### src/rtl/layer_seq_if.sv
// Bus bundle between the layer sequencer and its frame buffer, layer datapath and result sink.
// The master side is the sequencer; the slave side is the surrounding environment.
interface layer_seq_if #(
  parameter int unsigned DIM = 32,
  parameter int unsigned K   = 5
);
  localparam int unsigned NPIX   = DIM * DIM;
  localparam int unsigned SIDE   = (DIM - K + 1) / 2;
  localparam int unsigned NOUT   = SIDE * SIDE;
  localparam int unsigned ADDR_W = $clog2(NPIX);
  localparam int unsigned POS_W  = $clog2(NOUT);

  logic                    mem_en;
  logic [ADDR_W-1:0]       mem_addr;
  logic [7:0]              mem_rdata;
  logic signed [8:0]       pxl_out;
  logic                    pxl_valid;
  logic                    layer_rst;
  logic                    layer_valid;
  logic signed [8:0]       layer_out;
  logic                    res_valid;
  logic signed [8:0]       res_data;
  logic [POS_W-1:0]        res_row;
  logic [POS_W-1:0]        res_col;

  modport master (
    output mem_en, mem_addr, pxl_out, pxl_valid, layer_rst,
           res_valid, res_data, res_row, res_col,
    input  mem_rdata, layer_valid, layer_out
  );

  modport slave (
    input  mem_en, mem_addr, pxl_out, pxl_valid, layer_rst,
           res_valid, res_data, res_row, res_col,
    output mem_rdata, layer_valid, layer_out
  );
endinterface

### src/rtl/layer_seq.sv
// Frame sequencer: clears the layer, streams one DIM x DIM frame into it and collects
// the NOUT results into an output grid, with abort, overflow and drain-timeout handling.
module layer_seq #(
  parameter int unsigned DIM       = 32,
  parameter int unsigned K         = 5,
  parameter int unsigned DRAIN_MAX = 256
) (
  input  logic          clk,
  input  logic          reset,
  input  logic          start,
  input  logic          abort,
  layer_seq_if.master   bus,
  output logic          busy,
  output logic          done,
  output logic          err
);
  localparam int unsigned NPIX   = DIM * DIM;
  localparam int unsigned SIDE   = (DIM - K + 1) / 2;
  localparam int unsigned NOUT   = SIDE * SIDE;
  localparam int unsigned ADDR_W = $clog2(NPIX);
  localparam int unsigned POS_W  = $clog2(NOUT);
  localparam int unsigned CNT_W  = $clog2(NOUT + 1);
  localparam int unsigned DRN_W  = $clog2(DRAIN_MAX + 1);

  typedef enum logic [2:0] {
    S_IDLE,
    S_CLEAR,
    S_STREAM,
    S_DRAIN,
    S_FIN
  } state_t;

  state_t              state_q, state_d;
  logic                clr_q, clr_d;
  logic [ADDR_W-1:0]   addr_q, addr_d;
  logic [CNT_W-1:0]    cnt_q, cnt_d;
  logic [POS_W-1:0]    row_q, row_d, col_q, col_d;
  logic [DRN_W-1:0]    drn_q, drn_d;
  logic                mem_en_q, mem_en_d;
  logic                pxl_valid_q, pxl_valid_d;
  logic                layer_rst_q, layer_rst_d;
  logic                res_valid_q, res_valid_d;
  logic signed [8:0]   res_data_q, res_data_d;
  logic [POS_W-1:0]    res_row_q, res_row_d, res_col_q, res_col_d;
  logic                busy_q, busy_d;
  logic                done_q, done_d;
  logic                err_q, err_d;
  logic                abort_hit, take, accept;

  // Next-state and next-output logic
  always_comb begin
    state_d     = state_q;
    clr_d       = clr_q;
    addr_d      = addr_q;
    cnt_d       = cnt_q;
    row_d       = row_q;
    col_d       = col_q;
    drn_d       = drn_q;
    res_valid_d = 1'b0;
    res_data_d  = res_data_q;
    res_row_d   = res_row_q;
    res_col_d   = res_col_q;
    err_d       = err_q;

    abort_hit = abort && (state_q == S_CLEAR || state_q == S_STREAM || state_q == S_DRAIN);
    take      = bus.layer_valid && (state_q == S_STREAM || state_q == S_DRAIN) && !abort_hit;
    accept    = take && (cnt_q < CNT_W'(NOUT));

    // A result beyond the full grid is dropped and flagged
    if (take && !accept && state_q == S_STREAM) err_d = 1'b1;

    if (accept) begin
      res_valid_d = 1'b1;
      res_data_d  = bus.layer_out;
      res_row_d   = row_q;
      res_col_d   = col_q;
      cnt_d       = cnt_q + CNT_W'(1);
      if (col_q == POS_W'(SIDE - 1)) begin
        col_d = '0;
        row_d = row_q + POS_W'(1);
      end else begin
        col_d = col_q + POS_W'(1);
      end
    end

    case (state_q)
      S_IDLE: begin
        if (start) begin
          state_d   = S_CLEAR;
          clr_d     = 1'b0;
          addr_d    = '0;
          cnt_d     = '0;
          row_d     = '0;
          col_d     = '0;
          drn_d     = '0;
          res_row_d = '0;
          res_col_d = '0;
          err_d     = 1'b0;
        end
      end
      S_CLEAR: begin
        if (clr_q) state_d = S_STREAM;
        else       clr_d   = 1'b1;
      end
      S_STREAM: begin
        if (addr_q == ADDR_W'(NPIX - 1)) begin
          state_d = S_DRAIN;
          drn_d   = '0;
        end else begin
          addr_d = addr_q + ADDR_W'(1);
        end
      end
      S_DRAIN: begin
        if (cnt_d == CNT_W'(NOUT)) begin
          state_d = S_FIN;
        end else if (drn_q == DRN_W'(DRAIN_MAX - 1)) begin
          state_d = S_FIN;
          err_d   = 1'b1;
        end else begin
          drn_d = drn_q + DRN_W'(1);
        end
      end
      S_FIN:   state_d = S_IDLE;
      default: state_d = S_IDLE;
    endcase

    // Abort overrides every transition and leaves the error flag as it was
    if (abort_hit) begin
      state_d = S_IDLE;
      err_d   = err_q;
    end

    mem_en_d    = (state_d == S_STREAM);
    pxl_valid_d = mem_en_q;
    layer_rst_d = (state_d == S_CLEAR) || abort_hit;
    busy_d      = (state_d != S_IDLE);
    done_d      = (state_d == S_FIN);
  end

  // State and output registers
  always_ff @(posedge clk or negedge reset) begin
    if (!reset) begin
      state_q     <= S_IDLE;
      clr_q       <= 1'b0;
      addr_q      <= '0;
      cnt_q       <= '0;
      row_q       <= '0;
      col_q       <= '0;
      drn_q       <= '0;
      mem_en_q    <= 1'b0;
      pxl_valid_q <= 1'b0;
      layer_rst_q <= 1'b1;
      res_valid_q <= 1'b0;
      res_data_q  <= '0;
      res_row_q   <= '0;
      res_col_q   <= '0;
      busy_q      <= 1'b0;
      done_q      <= 1'b0;
      err_q       <= 1'b0;
    end else begin
      state_q     <= state_d;
      clr_q       <= clr_d;
      addr_q      <= addr_d;
      cnt_q       <= cnt_d;
      row_q       <= row_d;
      col_q       <= col_d;
      drn_q       <= drn_d;
      mem_en_q    <= mem_en_d;
      pxl_valid_q <= pxl_valid_d;
      layer_rst_q <= layer_rst_d;
      res_valid_q <= res_valid_d;
      res_data_q  <= res_data_d;
      res_row_q   <= res_row_d;
      res_col_q   <= res_col_d;
      busy_q      <= busy_d;
      done_q      <= done_d;
      err_q       <= err_d;
    end
  end

  // Read data arrives in the pxl_valid cycle, so the pixel is a zero-extended pass-through
  assign bus.pxl_out   = pxl_valid_q ? $signed({1'b0, bus.mem_rdata}) : 9'sd0;
  assign bus.mem_en    = mem_en_q;
  assign bus.mem_addr  = addr_q;
  assign bus.pxl_valid = pxl_valid_q;
  assign bus.layer_rst = layer_rst_q;
  assign bus.res_valid = res_valid_q;
  assign bus.res_data  = res_data_q;
  assign bus.res_row   = res_row_q;
  assign bus.res_col   = res_col_q;
  assign busy          = busy_q;
  assign done          = done_q;
  assign err           = err_q;
endmodule

### src/flat_wrapper.sv
// flat-port wrapper written by rule: the top's interface ports become plain ports
module layer_seq_flat 
#(
  parameter int unsigned DIM       = 32,
  parameter int unsigned K         = 5,
  parameter int unsigned DRAIN_MAX = 256
)
  (clk, reset, start, abort, busy, done, err, bus_mem_en, bus_mem_addr, bus_pxl_out, bus_pxl_valid, bus_layer_rst, bus_res_valid, bus_res_data, bus_res_row, bus_res_col, bus_mem_rdata, bus_layer_valid, bus_layer_out);
  layer_seq_if #(.DIM(DIM), .K(K)) bus_i ();
  input  logic clk;
  input  logic reset;
  input  logic start;
  input  logic abort;
  output logic busy;
  output logic done;
  output logic err;
  output wire logic [$bits(bus_i.mem_en)-1:0] bus_mem_en;
  output wire logic [$bits(bus_i.mem_addr)-1:0] bus_mem_addr;
  output wire logic [$bits(bus_i.pxl_out)-1:0] bus_pxl_out;
  output wire logic [$bits(bus_i.pxl_valid)-1:0] bus_pxl_valid;
  output wire logic [$bits(bus_i.layer_rst)-1:0] bus_layer_rst;
  output wire logic [$bits(bus_i.res_valid)-1:0] bus_res_valid;
  output wire logic [$bits(bus_i.res_data)-1:0] bus_res_data;
  output wire logic [$bits(bus_i.res_row)-1:0] bus_res_row;
  output wire logic [$bits(bus_i.res_col)-1:0] bus_res_col;
  input wire logic [$bits(bus_i.mem_rdata)-1:0] bus_mem_rdata;
  input wire logic [$bits(bus_i.layer_valid)-1:0] bus_layer_valid;
  input wire logic [$bits(bus_i.layer_out)-1:0] bus_layer_out;
  assign bus_mem_en = bus_i.mem_en;
  assign bus_mem_addr = bus_i.mem_addr;
  assign bus_pxl_out = bus_i.pxl_out;
  assign bus_pxl_valid = bus_i.pxl_valid;
  assign bus_layer_rst = bus_i.layer_rst;
  assign bus_res_valid = bus_i.res_valid;
  assign bus_res_data = bus_i.res_data;
  assign bus_res_row = bus_i.res_row;
  assign bus_res_col = bus_i.res_col;
  assign bus_i.mem_rdata = bus_mem_rdata;
  assign bus_i.layer_valid = bus_layer_valid;
  assign bus_i.layer_out = bus_layer_out;
  layer_seq #(.DIM(DIM), .K(K), .DRAIN_MAX(DRAIN_MAX)) u_core (.clk(clk), .reset(reset), .start(start), .abort(abort), .bus(bus_i), .busy(busy), .done(done), .err(err));
endmodule
### config.mk
export PLATFORM = sky130hd
export DESIGN_NAME = layer_seq_flat
export DESIGN_NICKNAME = d
export VERILOG_FILES = /design/src/rtl/layer_seq_if.sv /design/src/rtl/layer_seq.sv /design/src/flat_wrapper.sv
export SDC_FILE = /design/constraint.sdc
export NUM_CORES = 1
export LEC_CHECK = 0
export ABC_AREA = 0
export CAP_MARGIN = 0
export CORE_AREA = 2 2 90 92
export DETAILED_ROUTE_END_ITERATION = 6
export DIE_AREA = 0 0 92 94
export HOLD_SLACK_MARGIN = 0.05
export PLACE_DENSITY = 0.85
export SLEW_MARGIN = 20
export SYNTH_ARGS = -nofsm -noshare
export SYNTH_HDL_FRONTEND = slang
export SYNTH_SLANG_ARGS = --single-unit
### constraint.sdc
create_clock -name clk -period 2.6 [get_ports clk]
set_input_delay 0.52 -clock clk [delete_from_list [all_inputs] [get_ports clk]]
set_output_delay 0.52 -clock clk [all_outputs]
set_load 0.03 [all_outputs]
=== After elaboration in Yosys (flattened, before gate mapping) ===
Cells that the tools add are included.

* Register bits: 79
* Input bits: 22
* Output and inout port bits: 51
* Logic and storage cells: 99

* Add/sub/neg operators: 5
* $lt $le $gt $ge: 1
* Equality and inequality tests: 15
* Multiplexer cells: 41
* Reductions and logical operators: 20

{| class="wikitable"
|+ Operators with widths
! kind !! number
|-
| 2-to-1 mux 8 bit || 18
|-
| 2-to-1 mux 9 bit || 4
|-
| one-hot mux 9 bit (3 select lines) || 1
|-
| adder 8 x 1 -> 8 bit (second input constant) || 3
|-
| 2-to-1 mux 10 bit || 2
|-
| one-hot mux 10 bit (2 select lines) || 1
|-
| 2-to-1 mux 3 bit || 6
|-
| one-hot mux 3 bit (4 select lines) || 1
|-
| adder 10 x 1 -> 10 bit (second input constant) || 1
|-
| == test 10 bit (second input constant) || 1
|-
| inequality test 2 bit (second input constant) || 5
|-
| adder 9 x 1 -> 9 bit (second input constant) || 1
|-
| == test 3 x 2 -> 1 bit (second input constant) || 3
|-
| == test 9 x 8 -> 1 bit (second input constant) || 1
|-
| == test 8 x 4 -> 1 bit (second input constant) || 1
|-
| == test 8 bit (second input constant) || 1
|-
| < comparator 8 bit (second input constant) || 1
|-
| == test 3 x 1 -> 1 bit (second input constant) || 2
|-
| logical AND 1 bit || 6
|-
| 2-to-1 mux 1 bit || 6
|-
| nonzero test 3 bit || 2
|-
| AND reduction 5 bit || 1
|-
| logical OR 1 bit || 4
|-
| one-hot mux 1 bit (2 select lines) || 2
|-
| 6 further kinds || 8
|}

=== Logic depth before layout (Yosys ltp) ===
Gate-level depths: netlist of run 1.

* Word-level depth: 14
* Mapped depth: 11
* Gate-level depth less buffers: 10

=== Worst setup path after synthesis of run 1 ===
Ideal clock, no wire load.

* Path type: register to register
* Start point: register u_core.cnt_q[0]
* End point: register u_core.drn_q[0]
* Library setup time: 96 ps
* Arrival time: 2,052 ps
* Required time: 2,504 ps
* Slack: 452 ps
* Stages on the path, launching flop included: 9
* Path buffers: 1
* Clock period less this slack: 2,148 ps
* Cells stage by stage: dfrtp_1 > ha_1 > and4_1 > nand3_1 > mux2_2 > a41o_1 > buf_2 > and2_1 > o31ai_1

* Cells in the longest elaborated chain, start to end: 6
* Elaborated cells on any way between the ends: 7
* Those cells by class: add/sub: 1; order compare: 1; eq/ne: 2; mux: 1; reduce/logical: 2

{| class="wikitable"
|+ Ends and longest elaborated chain
! item !! RTL line !! RTL
|-
| from (decl) || layer_seq.sv:36 || <nowiki>logic [CNT_W-1:0] cnt_q, cnt_d;</nowiki>
|-
| from (signal assigned) || layer_seq.sv:164 || <nowiki>cnt_q <= cnt_d;</nowiki>
|-
| < comparator 8 bit || layer_seq.sv:67 || <nowiki>accept = take && (cnt_q < CNT_W'(NOUT));</nowiki>
|-
| logical AND 1 bit || layer_seq.sv:67 ||
|-
| 2-to-1 mux 8 bit * || layer_seq.sv:72 || <nowiki>if (accept) begin</nowiki>
|-
| == test 8 bit * || layer_seq.sv:114 || <nowiki>if (cnt_d == CNT_W'(NOUT)) begin</nowiki>
|-
| inequality test 2 bit (no line) * || -- ||
|-
| AND reduction 5 bit (no line) * || -- ||
|-
| to (signal assigned) || layer_seq.sv:167 || <nowiki>drn_q <= drn_d;</nowiki>
|-
| to (decl) || layer_seq.sv:38 || <nowiki>logic [DRN_W-1:0] drn_q, drn_d;</nowiki>
|}

Mark *: on every way between the ends. The rest lies on a longest branch, timed or not.
A chain may end at the register's enable or synchronous reset.

=== Worst setup path after layout of run 1 ===
* Start point: register u_core.drn_q[0]
* End point: register u_core.drn_q[0]

* Cells in the longest elaborated chain, start to end: 4
* Elaborated cells on any way between the ends: 7
* Those cells by class: add/sub: 1; eq/ne: 2; mux: 3; reduce/logical: 1

{| class="wikitable"
|+ Ends and longest elaborated chain
! item !! RTL line !! RTL
|-
| adder 9 x 1 -> 9 bit || layer_seq.sv:120 || <nowiki>drn_d = drn_q + DRN_W'(1);</nowiki>
|-
| 2-to-1 mux 9 bit || layer_seq.sv:116 || <nowiki>end else if (drn_q == DRN_W'(DRAIN_MAX - 1)) begin</nowiki>
|-
| 2-to-1 mux 9 bit || layer_seq.sv:114 ||
|-
| one-hot mux 9 bit (3 select lines) || layer_seq.sv:86 || <nowiki>case (state_q)</nowiki>
|}

Parallel ways exist; a longest one is shown, timed or not. The select of a mux whose other input is x is not followed.

==> results of run 1 <==
==> critical path: stages (launching register included) <==
cell	delay, ns
dfrtp_1	0.44
ha_1	0.26
nand3_1	0.13
nor2_1	0.06
ha_1	0.21
nand2b_1	0.14
o41ai_1	0.07
nand3b_1	0.16
a41o_4	0.30
buf_4	0.15
and2_1	0.19
o31ai_2	0.21
==> logic make-up (layout without fill, tap and decap cells) <==
| logic type | count (synthesis) | after routing |
|---|---|---|
| adders and majority gates | 7 | 7 |
| AOI/OAI and AO/OA | 66 | 66 |
| DFF | 79 | 79 |
| muxes | 3 | 3 |
| buffers and inverters | 27 | 107 |
| and+or+nand+nor | 205 | 205 |
| other | 1 | 1 |
| xor gates and xnor gates | 26 | 26 |
==> flip-flops by register name, indices dropped and copies added (netlist names) <==
| name | count |
|---|---|
| u_core.bus.mem_addr | 10 |
| u_core.bus.layer_rst | 1 |
| u_core.cnt_q | 8 |
| u_core.bus.res_col | 8 |
| u_core.bus.res_data | 9 |
| u_core.row_q | 8 |
| u_core.bus.mem_en | 1 |
| u_core.err | 1 |
| u_core.bus.res_valid | 1 |
| u_core.col_q | 8 |
| u_core.bus.res_row | 8 |
| u_core.clr_q | 1 |
| u_core.done | 1 |
| u_core.state_q | 3 |
| u_core.bus.pxl_valid | 1 |
| u_core.busy | 1 |
| u_core.drn_q | 9 |
==> final timing paths <==
path | from | end | slack, ns | cells past startpoint
setup / recovery | u_core.drn_q[0] | u_core.drn_q[0] | 0.19 | 11
hold / removal | reset | u_core.bus.res_col[3] | 0.33 | 1
setup reg to reg | u_core.drn_q[0] | u_core.drn_q[0] | 0.19 | 11
hold reg to reg | u_core.bus.mem_en | u_core.bus.pxl_valid | 0.39 | 0
max in group asynchronous | reset | u_core.state_q[1] | 1.66 | 1
min in group clk | u_core.bus.mem_en | u_core.bus.pxl_valid | 0.39 | 0
==> layout by cell type, fill, tap and decap left out, types with 7 or more instances in the layout <==
master / instances
dfrtp_1: 78
nand2_1: 74
clkdlybuf4s50_1: 70
nor2_1: 38
a21oi_1: 32
nand3_1: 21
xor2_1: 20
buf_4: 15
and2_1: 12
nand4_1: 10
o21ai_0: 10
clkbuf_8: 9
nor3_1: 7
ha_1: 7
==> metal layers <==
layer  vias to the layer above  wire (microns)
li1                       1578               -
met1                      1565            3818
met2                       106            4125
met3                        26             480
met4                         0             252
met5                         -               0
==> area by class of cell <==
class                      instances  area (sq um)  share of cell area
clock buffer                       9         123.9             0.02484
clock inverter                     6         110.1             0.02208
inverter                           6         22.52            0.004517
multi-input combinational        308          1790              0.3591
sequential                        79          1978              0.3967
tap                              102         127.6             0.02560
timing repair buffer              86         833.3              0.1671
==> repair_timing <==
| item | CTS | global route |
|---|---|---|
| setup endpoints to repair | 0 | 5 |
| gates resized for setup | 0 | 3 |
| hold endpoints to repair | 0 | 0 |
==> stage by stage <==
stage | setup WS, ns | hold WS, ns | setup TNS, ns | power [mW] | utilization
after CTS | 0.1189 | 0.3576 | 0 | 3.817 | 0.6533
after detailed placement | -0.1824 | 0.3747 | -0.6023 | 2.737 | 0.6225
final | 0.1923 | 0.3250 | 0 | 3.800 | 0.6554
after global routing | 0.0008040 | 0.3973 | 0 | 3.999 | 0.6554
after floorplan | 0.4521 | 0.2244 | 0 | 2.246 | -
after global placement | -0.04357 | 0.3598 | -0.1235 | 2.694 | 0.6225
==> synth_stat cells (all sizes together), types with 2 or more instances <==
cell type / n / area [sq um]
a211oi: 2 / 15.01
a21oi: 32 / 160.2
a22o: 3 / 26.28
a311o: 2 / 20.02
a31oi: 2 / 12.51
and2: 12 / 75.07
and3: 6 / 37.54
and3b: 2 / 17.52
and4: 5 / 43.79
buf: 6 / 40.03
clkbuf: 15 / 56.30
dfrtp: 78 / 1952
ha: 7 / 87.58
inv: 6 / 22.52
mux2: 2 / 22.52
nand2: 75 / 284.0
nand2b: 5 / 31.28
nand3: 21 / 105.1
nand3b: 3 / 22.52
nand4: 10 / 62.56
nor2: 38 / 142.6
nor2b: 3 / 18.77
nor3: 8 / 40.04
nor3b: 4 / 30.03
nor4: 2 / 12.51
o21ai: 11 / 58.81
o31ai: 5 / 37.54
or2: 3 / 18.77
or3: 4 / 25.02
or4: 2 / 15.01
xnor2: 6 / 52.55
xor2: 20 / 175.2
==> report_power, final <==
group	internal, mW	switching, mW
Clock	0.630	0.440
Sequential	1.38	0.149
Combinational	0.481	0.715
==> qor.txt, run 1 <==
status: finished, final reports clean
sequential fraction of the synthesis area: 0.5117
endpoints failing setup: 0
H-tree depth: 3
TritonCTS Buffers: 9
Worst setup SP type: flop
Synth Instances: 414
HPWL Detailed: 5.716 mm
Hold Path Class: in2async
row count: 32
synth-to-layout area growth: 28.96%
Simple-Gate Fraction of Synth Area: 0.2605
Detailed Route Iter0 Violations: 130
Final Cell Area: 4986 sq um
Bufs on Longest Clock Path: 2
Clock Skew: 0.008235 ns
via count: 3275
CP max FO: 11
Starting Density: 0.5082
CTS Hold Bufs: 0
initial antenna violation count: 0
first-pass GRT wire length: 14.75 mm
# port buffers: 71
worst-margin pin slew: 0.9697 ns
count of final max-slew check failures: 0
DR WL/cell: 14.56 microns
multiplexer share of the synthesized area: 0.008414
GRT Residual Overflow: 0
Final #Nets: 519
dpl cell area: 4736 sq um
Setup Buffers After CTS: 0
Synth Area in Compound Gates: 0.1061
Mapped Area: 3866 sq um
Post-Synth Adder-Cell Area: 0.02265
PD cells: 762.1 nW/um^2
synth unique cells: 52
WP data arrival: 2.66 ns
post-route insts no fill: 596
ys flop type: dfrtp_1
Syn Nets: 443
Residual DRC: 0
Sink Count: 79
synthesized flop and latch total: 79
Routed WL: 8.677 mm
vias per inst: 5.495
YS warnings: 0
CTS tree: built
EDFF count, synth: 0
classification of the worst setup path: reg2reg
GPL Wtd Cong: 0.8561
share of cells above drive strength 1: 0.09109
busiest metal layer after global routing: met2
number of detailed-route iterations in the first pass: 4
post-route ant nets: 0
width of the die: 92 microns
WP data required: 2.85 ns
CTS root buffer: clkbuf_8
routing usage on met2: 0.3517
Total GRT Usage: 0.2133
RSZ-0062 raised after global routing: no
largest net degree at the start of global routing: 80
Async S/R FF share, synth: 1.000
Fillers: 630
Mapped Avg Cell Area: 9.339 sq um
global routing usage on met1: 0.2623
Min Clock Period, post-route: 2.408 ns
core area: 7607 sq um
vias in the first global route: 3353
Leak Pwr: 2.163 nW
I/O pin count: 73
fmax: 415.3 MHz
DIE AREA: 8648 sq um
largest family of logic cells by synthesized area: simple AND/OR/NAND/NOR gates
Hold Fails Final Rpt: 0
maxcap violations: 0
Worst-Skew Late Latency: 0.35 ns
placed instance count: 581
Clk pin slew, worst setup/hold paths: 0.08 ns
number of diodes: 0
Max IR drop VDD: 0.4714 mV
slew margin rel.: 0.3535
met3 GRT Util: 0.04494
Final period util: 0.9260
Synth Area in XOR/XNOR: 0.05890
crit path capture type: flop
Die Y: 94 microns
Note: power is estimated with default switching activity, not from simulation.
==> inputs of run 2 (changes only) <==
CELL_PAD_IN_SITES_DETAIL_PLACEMENT = 0   (was not set)
CELL_PAD_IN_SITES_GLOBAL_PLACEMENT = 1   (was not set)
CORE_AREA = 2 2 102 104   (was 2 2 90 92)
DIE_AREA = 0 0 104 106   (was 0 0 92 94)
PLACE_DENSITY = 0.86   (was 0.85)
==> qor.txt, run 2 (synthesis results as in run 1) <==
number of diodes: 0
vias per inst: 5.123
Residual DRC: 0
slew margin rel.: 0.5469
reg-to-reg slack, setup: 0.18 ns
core area: 10000 sq um
Worst R2R Path Depth: 7
worst-margin pin slew: 0.6734 ns
Worst-Skew Late Latency: 0.36 ns
Final #Nets: 523
DR WL/cell: 13.45 microns
Switch Pwr: 1.344 mW
Max IR drop VDD: 0.4154 mV
Leak Pwr: 2.184 nW
Routed WL: 8.540 mm
maxcap violations: 0
row count: 37
number of detailed-route iterations in the first pass: 4
Hold Fails Final Rpt: 0
count of final max-slew check failures: 0
post-route ant nets: 0
Comb pwr share: 0.324
vias in the first global route: 3100
largest net degree at the start of global routing: 47
CP max FO: 11
DIE AREA: 11020 sq um
Worst setup SP type: flop
Critical Path Max Stage Delay: 0.45 ns
GPL Wtd Cong: 0.8273
Total GRT Usage: 0.1586
# port buffers: 71
status: finished, final reports clean
crit path capture type: flop
endpoints failing setup: 0
WP data arrival: 2.71 ns
Fin Hold WS: 0.1079 ns
CTS root buffer: clkbuf_8
Starting Density: 0.3866
busiest metal layer after global routing: met2
Cell Chain, Critical Path: ha_1, and4_1, nand3_1, mux2_2, a41o_4, or4_1, a21oi_2
Final period util: 0.9324
fmax: 412.5 MHz
Sink Count: 79
H-tree depth: 3
P_int: 2.440 mW
CP top delay family: simple AND/OR/NAND/NOR gates
placed instance count: 619
Min Clock Period, post-route: 2.424 ns
synth-to-layout area growth: 30.65%
Net Sw Frac: 0.3551
I/O pin count: 73
Detailed Route Iter0 Violations: 202
met3 GRT Util: 0.02636
Gates resized, CTS repair: 0
Final Cell Area: 5051 sq um
GRT Residual Overflow: 0
CP bufs+invs: 0
post-route insts no fill: 635
Hold Path Class: in2async
FF-to-FF End: u_core.drn_q[7]
global routing usage on met1: 0.2043
classification of the worst setup path: reg2reg
dpl cell area: 4808 sq um
via count: 3253
Slowest-stage cell, CP: dfrtp_1
clock power share: 0.273
most frequent cells in the layout: dfrtp_1, nand2_1, clkdlybuf4s50_1
CTS Hold Bufs: 0
first-pass GRT wire length: 14.38 mm
leading cell type in the layout, fill and taps excluded: dfrtp_1
Setup Buffers After CTS: 0
part of the power in registers: 0.403
reg-to-reg startpoint: u_core.cnt_q[0]
TritonCTS Buffers: 9
CTS tree: built
initial antenna violation count: 0
HPWL Detailed: 5.895 mm
routing usage on met2: 0.2627
width of the die: 104 microns
Clock Skew: 0.009603 ns
WP data required: 2.89 ns
max FFs per register: 10
Die Y: 106 microns
share of cells above drive strength 1: 0.1002
PD cells: 749.1 nW/um^2
Layout Utilization: 0.5051
Clk pin slew, worst setup/hold paths: 0.08 ns
Bufs on Longest Clock Path: 2
run 2: per-layer routing:
metal  wire length [microns]  up-vias
met5                       0        -
met4                     178        0
met3                     358       16
met2                    4087       79
met1                    3916     1561
li1                        -     1597
run 2: how the worst max path moves through the flow:
| stage | cells past startpoint | slack (ns) | start | endpoint |
|---|---|---|---|---|
| after floorplan | 8 | 0.45 | u_core.cnt_q[0] | u_core.drn_q[0] |
| after global placement | 7 | -0.06 | abort | u_core.drn_q[7] |
| after detailed placement | 8 | -0.18 | abort | u_core.drn_q[0] |
| after CTS | 7 | 0.12 | u_core.cnt_q[0] | u_core.drn_q[7] |
| after global routing | 10 | -0.006 | u_core.drn_q[0] | u_core.drn_q[5] |
| final | 7 | 0.18 | u_core.cnt_q[0] | u_core.drn_q[7] |
run 2: final cells by class:
| class | count | area, sq um |
|---|---|---|
| clock buffer | 9 | 123.9 |
| sequential | 79 | 1978 |
| timing repair buffer | 90 | 863.3 |
| tap | 136 | 170.2 |
| inverter | 6 | 22.52 |
| multi-input combinational | 308 | 1789 |
| fill | 944 | 4949 |
| clock inverter | 7 | 103.9 |
run 2: power groups by stage:
stage / clock network (mW) / registers [mW] / logic (mW)
final: 1.03 / 1.52 / 1.23
after floorplan: 0 / 1.73 / 0.515
after detailed placement: 0 / 1.54 / 1.23
after global placement: 0 / 1.54 / 1.20
after CTS: 1.07 / 1.52 / 1.23
after global routing: 1.12 / 1.55 / 1.32
run 2: metrics by stage:
step,setup slack [ns],setup TNS (ns),power [mW]
after floorplan,0.4521,0,2.246
after global placement,-0.06210,-0.1894,2.745
after detailed placement,-0.1774,-1.016,2.764
after CTS,0.1250,0,3.826
after global routing,-0.005968,-0.005968,3.997
final,0.1757,0,3.784
